File: src/rtl/serial_alu_pkg.sv
// Shared types and constants for the bit-serial ALU driver and its bench.
// State encoding, ALU op codes and the default operand width.
package serial_alu_pkg;

  typedef enum logic [1:0] {
    ST_IDLE = 2'd0,
    ST_RUN  = 2'd1,
    ST_DONE = 2'd2
  } state_e;

  localparam logic [1:0] OP_AND  = 2'd0;
  localparam logic [1:0] OP_OR   = 2'd1;
  localparam logic [1:0] OP_XOR  = 2'd2;
  localparam logic [1:0] OP_NOTA = 2'd3;

  localparam int DEFAULT_WIDTH = 8;

endpackage

File: src/rtl/serial_alu_driver_if.sv
// Request/status and 1-bit ALU signals of the serial driver, bundled in one interface.
// master = driver side; slave = tile pins plus the ALU slice.
interface serial_alu_driver_if
  import serial_alu_pkg::*;
#(
  parameter int WIDTH = DEFAULT_WIDTH
);

  logic             start;
  logic [1:0]       op;
  logic [WIDTH-1:0] opa;
  logic [WIDTH-1:0] opb;
  logic             busy;
  logic             done;
  logic [WIDTH-1:0] result;
  logic             zero;
  logic [1:0]       alu_ctrl;
  logic             alu_in_1;
  logic             alu_in_2;
  logic             alu_data_out;

  modport master (
    input  start, op, opa, opb, alu_data_out,
    output busy, done, result, zero, alu_ctrl, alu_in_1, alu_in_2
  );

  modport slave (
    output start, op, opa, opb, alu_data_out,
    input  busy, done, result, zero, alu_ctrl, alu_in_1, alu_in_2
  );

endinterface

File: src/rtl/serial_alu_shifter.sv
// Operand shift registers, result accumulator and bit counter for the serial driver.
// Load takes priority over shift; the counter saturates at WIDTH-1 on the last sample.
module serial_alu_shifter
  import serial_alu_pkg::*;
#(
  parameter int WIDTH = DEFAULT_WIDTH
) (
  input  logic             clk,
  input  logic             rst_n,
  input  logic             load_i,
  input  logic             shift_i,
  input  logic [WIDTH-1:0] opa_i,
  input  logic [WIDTH-1:0] opb_i,
  input  logic             bit_i,
  output logic             a_lsb_o,
  output logic             b_lsb_o,
  output logic [WIDTH-1:0] acc_o,
  output logic             last_o
);

  localparam int CNT_W = $clog2(WIDTH + 1);

  logic [WIDTH-1:0] sha_q, sha_d;
  logic [WIDTH-1:0] shb_q, shb_d;
  logic [WIDTH-1:0] acc_q, acc_d;
  logic [CNT_W-1:0] cnt_q, cnt_d;

  assign last_o  = (cnt_q == CNT_W'(WIDTH - 1));
  assign a_lsb_o = sha_q[0];
  assign b_lsb_o = shb_q[0];
  assign acc_o   = acc_q;

  always_comb begin
    sha_d = sha_q;
    shb_d = shb_q;
    acc_d = acc_q;
    cnt_d = cnt_q;
    if (load_i) begin
      sha_d = opa_i;
      shb_d = opb_i;
      cnt_d = '0;
    end else if (shift_i) begin
      // Operands drain to zero after WIDTH shifts, so the ALU inputs idle low.
      sha_d = sha_q >> 1;
      shb_d = shb_q >> 1;
      acc_d = {bit_i, acc_q[WIDTH-1:1]};
      if (!last_o) cnt_d = cnt_q + CNT_W'(1);
    end
  end

  always_ff @(posedge clk or negedge rst_n) begin
    if (!rst_n) begin
      sha_q <= '0;
      shb_q <= '0;
      acc_q <= '0;
      cnt_q <= '0;
    end else begin
      sha_q <= sha_d;
      shb_q <= shb_d;
      acc_q <= acc_d;
      cnt_q <= cnt_d;
    end
  end

endmodule

File: src/rtl/serial_alu_driver.sv
// Bit-serial driver for a 1-bit ALU slice: LSB-first operand bits, word result and zero flag.
// Registered status: done WIDTH+2 cycles after start; start is ignored while busy (no queue).
module serial_alu_driver
  import serial_alu_pkg::*;
#(
  parameter int WIDTH = DEFAULT_WIDTH
) (
  input  logic                clk,
  input  logic                rst_n,
  serial_alu_driver_if.master bus
);

  state_e           state_q, state_d;
  logic [1:0]       op_q, op_d;
  logic             busy_q, busy_d;
  logic             done_q, done_d;
  logic             zero_q, zero_d;
  logic [WIDTH-1:0] result_q, result_d;

  logic             load;
  logic             shift;
  logic             last;
  logic             a_lsb;
  logic             b_lsb;
  logic [WIDTH-1:0] acc;

  serial_alu_shifter #(
    .WIDTH (WIDTH)
  ) u_shifter (
    .clk     (clk),
    .rst_n   (rst_n),
    .load_i  (load),
    .shift_i (shift),
    .opa_i   (bus.opa),
    .opb_i   (bus.opb),
    .bit_i   (bus.alu_data_out),
    .a_lsb_o (a_lsb),
    .b_lsb_o (b_lsb),
    .acc_o   (acc),
    .last_o  (last)
  );

  always_comb begin
    state_d  = state_q;
    op_d     = op_q;
    load     = 1'b0;
    shift    = 1'b0;
    busy_d   = (state_q != ST_IDLE);
    done_d   = (state_q == ST_DONE);
    result_d = result_q;
    zero_d   = zero_q;
    case (state_q)
      ST_IDLE: begin
        if (bus.start) begin
          load    = 1'b1;
          op_d    = bus.op;
          state_d = ST_RUN;
        end
      end
      ST_RUN: begin
        shift = 1'b1;
        if (last) begin
          // Op register doubles as alu_ctrl, so clearing it idles the ALU control at 0.
          op_d    = 2'b00;
          state_d = ST_DONE;
        end
      end
      ST_DONE: begin
        result_d = acc;
        zero_d   = (acc == '0);
        state_d  = ST_IDLE;
      end
      default: state_d = ST_IDLE;
    endcase
  end

  always_ff @(posedge clk or negedge rst_n) begin
    if (!rst_n) begin
      state_q  <= ST_IDLE;
      op_q     <= 2'b00;
      busy_q   <= 1'b0;
      done_q   <= 1'b0;
      zero_q   <= 1'b0;
      result_q <= '0;
    end else begin
      state_q  <= state_d;
      op_q     <= op_d;
      busy_q   <= busy_d;
      done_q   <= done_d;
      zero_q   <= zero_d;
      result_q <= result_d;
    end
  end

  assign bus.alu_ctrl = op_q;
  assign bus.alu_in_1 = a_lsb;
  assign bus.alu_in_2 = b_lsb;
  assign bus.busy     = busy_q;
  assign bus.done     = done_q;
  assign bus.result   = result_q;
  assign bus.zero     = zero_q;

endmodule

File: src/flat_wrapper.sv
// flat-port wrapper written by rule: the top's interface ports become plain ports
module serial_alu_driver_flat import serial_alu_pkg::*;
#(
  parameter int WIDTH = DEFAULT_WIDTH
)
  (clk, rst_n, bus_start, bus_op, bus_opa, bus_opb, bus_alu_data_out, bus_busy, bus_done, bus_result, bus_zero, bus_alu_ctrl, bus_alu_in_1, bus_alu_in_2);
  serial_alu_driver_if #(.WIDTH(WIDTH)) bus_i ();
  input  logic clk;
  input  logic rst_n;
  input wire logic [$bits(bus_i.start)-1:0] bus_start;
  input wire logic [$bits(bus_i.op)-1:0] bus_op;
  input wire logic [$bits(bus_i.opa)-1:0] bus_opa;
  input wire logic [$bits(bus_i.opb)-1:0] bus_opb;
  input wire logic [$bits(bus_i.alu_data_out)-1:0] bus_alu_data_out;
  output wire logic [$bits(bus_i.busy)-1:0] bus_busy;
  output wire logic [$bits(bus_i.done)-1:0] bus_done;
  output wire logic [$bits(bus_i.result)-1:0] bus_result;
  output wire logic [$bits(bus_i.zero)-1:0] bus_zero;
  output wire logic [$bits(bus_i.alu_ctrl)-1:0] bus_alu_ctrl;
  output wire logic [$bits(bus_i.alu_in_1)-1:0] bus_alu_in_1;
  output wire logic [$bits(bus_i.alu_in_2)-1:0] bus_alu_in_2;
  assign bus_i.start = bus_start;
  assign bus_i.op = bus_op;
  assign bus_i.opa = bus_opa;
  assign bus_i.opb = bus_opb;
  assign bus_i.alu_data_out = bus_alu_data_out;
  assign bus_busy = bus_i.busy;
  assign bus_done = bus_i.done;
  assign bus_result = bus_i.result;
  assign bus_zero = bus_i.zero;
  assign bus_alu_ctrl = bus_i.alu_ctrl;
  assign bus_alu_in_1 = bus_i.alu_in_1;
  assign bus_alu_in_2 = bus_i.alu_in_2;
  serial_alu_driver #(.WIDTH(WIDTH)) u_core (.clk(clk), .rst_n(rst_n), .bus(bus_i));
endmodule
File: config.mk
export PLATFORM = sky130hd
export DESIGN_NAME = serial_alu_driver_flat
export DESIGN_NICKNAME = d
export VERILOG_FILES = /design/src/rtl/serial_alu_pkg.sv /design/src/rtl/serial_alu_driver_if.sv /design/src/rtl/serial_alu_shifter.sv /design/src/rtl/serial_alu_driver.sv /design/src/flat_wrapper.sv
export SDC_FILE = /design/constraint.sdc
export NUM_CORES = 1
export LEC_CHECK = 0
export CORE_ASPECT_RATIO = 0.6
export CORE_MARGIN = 2
export CORE_UTILIZATION = 53
export DETAILED_ROUTE_END_ITERATION = 10
export PLACE_DENSITY = 0.85
export SLEW_MARGIN = 20
export SYNTH_ARGS = -nofsm -noshare
export SYNTH_HDL_FRONTEND = slang
export SYNTH_SLANG_ARGS = --single-unit
File: constraint.sdc
create_clock -name clk -period 3.7 [get_ports clk]
set_input_delay 0.74 -clock clk [delete_from_list [all_inputs] [get_ports clk]]
set_output_delay 0.74 -clock clk [all_outputs]
set_load 0.02 [all_outputs]
==> out/qor.txt <==
Final design utilization = 69.4%
Post-CTS setup buffers = 0
Area contributors post-synth = dfrtp_1, mux2_2, nand2_1
Clk Latency, worst-skew pair = 0.29 ns
Switching Share = 34.0%
Routed Antenna Nets = 0
CTS tree = yes
Clock transition at path regs = 0.08 ns
TritonRoute pass-1 iters = 4
Switch Pwr = 643 µW
Initial DRC Count = 108
Via count = 1197
Die area = 0.00381 mm²
Core area = 0.00322 mm²
DP Worst Slack = 1.45 ns
Largest area contributor in the netlist = dfrtp_1
Hold WS = 0.483 ns
Final Setup Violations = 0
Starting Density = 54.6%
Placed cell area = 0.00212 mm²
Ports = 37
Part of the power in registers = 43.6%
WL final = 3300 µm
Arrival time of the worst setup path = 2.34 ns
CP peak stage delay = 0.90 ns
Clk buf depth = 2
M1 wire length = 1450 µm
Worst path depth = 3
Antenna violations before repair = 0
Hold-fix buffers, CTS = 0
Achievable Freq = 465 MHz
Outcome = finished clean
Die width = 78.4 µm
Min-delay worst type = register to register
Hold path depth = 2
Clock sink total = 43
Root Buffer = clkbuf_8
Layout fillers = 233
Mapped Nets = 167
Post-CTS sizing = 0
Crit-path max FO = 25
RSZ-0062 raised after global routing = false
Power Density = 846 mW/mm²
DR WL met3 = 131 µm
Worst Tran Pin Value = 1.05 ns
Tcrit/Tclk final = 58.1%
Crit start category = register
Routed length on met2 = 1680 µm
DR top layer = met4
Pint = 1250 µW
Worst slew margin = 30.0%
Number of global-route vias before repair = 1248
Routed vias/inst = 5.30
Cell family with most CP delay = simple AND/OR/NAND/NOR gates
Port Buf Inserts = 36
Top-area cell type share of the netlist area = 61.1%
Combinational Power Share = 36.8%
Largest net degree at the start of global routing = 44
GPL Wtd Cong = 0.735
Slack of the critical path = 1.55 ns
Share of cells above drive strength 1 = 17.1%
Yosys warnings = 0
Final hold viol count = 0
Setup TNS = 0 ns
Crit. End Element = register
Post-Syn Area = 0.00176 mm²
Final Max Slew Viols = 0
Min Clock Period, post-route = 2.15 ns
Overall routing resource usage = 19.4%
CP Class = register to register
Synth cell types = 28
Number of nets in the layout = 203
Clk pwr share = 19.7%
Antenna cells = 0
Flops & latches, synth = 43
Worst vdd ir = 0.000360 V
Mean routed wirelength per cell = 14.6 µm
R2R cell count = 3
Required @ worst endpoint = 3.89 ns
Fin area = 0.00224 mm²
Synth Instances = 144
Worst path slowest cell = nor2b_2
Leakage = 0.00102 µW
Syn_area_per_cell = 12.2 µm²
Total of max-cap violations = 0
Residual DRC = 0
Clock skew = 0.00789 ns
Dpl hpwl = 2270 µm
Seq/Total Area, Yosys = 61.1%
First-pass GRT wire length = 5610 µm
CTS Buf Count = 5
GRT overflow = 0
Die Ht = 48.6 µm
Rows = 16
Crit-path cells = nor2b_2 -> nand2_1 -> a31o_2
Buffers and inverters on the worst path = 0
Synth-to-layout area growth = 27.1%
H-tree levels = 2
## layout by cell type, fill, tap and decap left out, types with 2 or more instances in the layout
cell / n
a22o_1: 2
a22oi_1: 14
clkbuf_8: 6
clkdlybuf4s50_1: 35
dfrtp_1: 43
mux2_2: 16
mux2i_1: 2
nand2_1: 39
nor4_1: 2
o21ai_0: 4
## cells by family after synthesis
group / after synthesis / share of synthesized area (%)
multiplexers: 18 / 11.4
AND/OR/NAND/NOR: 51 / 13.9
adder cells (fa/ha/maj): 1 / 0.711
AO/OA/AOI/OAI: 22 / 9.24
buffers and inverters: 8 / 3.20
flip-flops: 43 / 61.1
XOR/XNOR: 1 / 0.498
## state kept, by name, indices dropped and copies added (netlist names)
signal,count
u_core.u_shifter.acc_o,8
u_core.state_q,2
u_core.u_shifter.cnt_q,4
u_core.bus.result,8
u_core.u_shifter.shb_q,8
u_core.bus.busy,1
u_core.bus.zero,1
u_core.bus.done,1
u_core.u_shifter.sha_q,8
u_core.bus.alu_ctrl,2
## per-stage QoR
stage / instances / total power, µW
after floorplan: 144 / 1290
after global placement: 218 / 1480
after detailed placement: 218 / 1530
after CTS: 226 / 1900
after global routing: 226 / 2000
final: 226 / 1890
## synth_stat cells, drive strengths merged
master / n
dfrtp: 43
nand2: 39
mux2: 16
a22oi: 14
buf: 6
o21ai: 4
a22o: 2
mux2i: 2
nand3: 2
nor3b: 2
nor4: 2
a31o: 1
and3: 1
clkbuf: 1
ha: 1
inv: 1
nand2b: 1
nand3b: 1
nor2b: 1
o21bai: 1
or2: 1
or3b: 1
xor2: 1
## metal layers
metal  GRT usage, %  up-vias
met1           24.4      600
met4           8.77        0
met3           5.41        4
met2           31.8       22
li1               -      571
met5              0        -
## worst min-delay path, stage by stage (launching register included)
cell	delay, ns
dfrtp_1	0.35
nand2_1	0.05
nand2_1	0.06
## power by group through the flow
stage               combinational, µW  clock, µW  sequential [µW]
global placement                  666          0              810
finish                            696        372              824
detailed placement                698          0              828
global route                      760        393              849
CTS                               702        376              821
floorplan                         409          0              879
## worst paths after layout
check,slack [ns],from,end
max,1.55,u_core.state_q[0],u_core.u_shifter.cnt_q[1]
min,0.48,u_core.u_shifter.sha_q[0],u_core.u_shifter.sha_q[0]
max reg2reg,1.55,u_core.state_q[0],u_core.u_shifter.cnt_q[1]
min reg2reg,0.48,u_core.u_shifter.sha_q[0],u_core.u_shifter.sha_q[0]
max in group asynchronous,2.58,rst_n,u_core.bus.busy
min in group asynchronous,0.57,rst_n,u_core.bus.result[1]
## layout make-up
type                    instances  area [µm²]  area share (%)
flip-flops and latches         43        1080            48.1
multi-input cells              93         628            28.1
repair buffers                 36         355            15.9
clock buffers                   6        82.6            3.69
well taps                      45        56.3            2.52
clock inverters                 2        35.0            1.57
inverters                       1        3.75           0.168
Note: power is estimated with default switching activity, not from simulation.
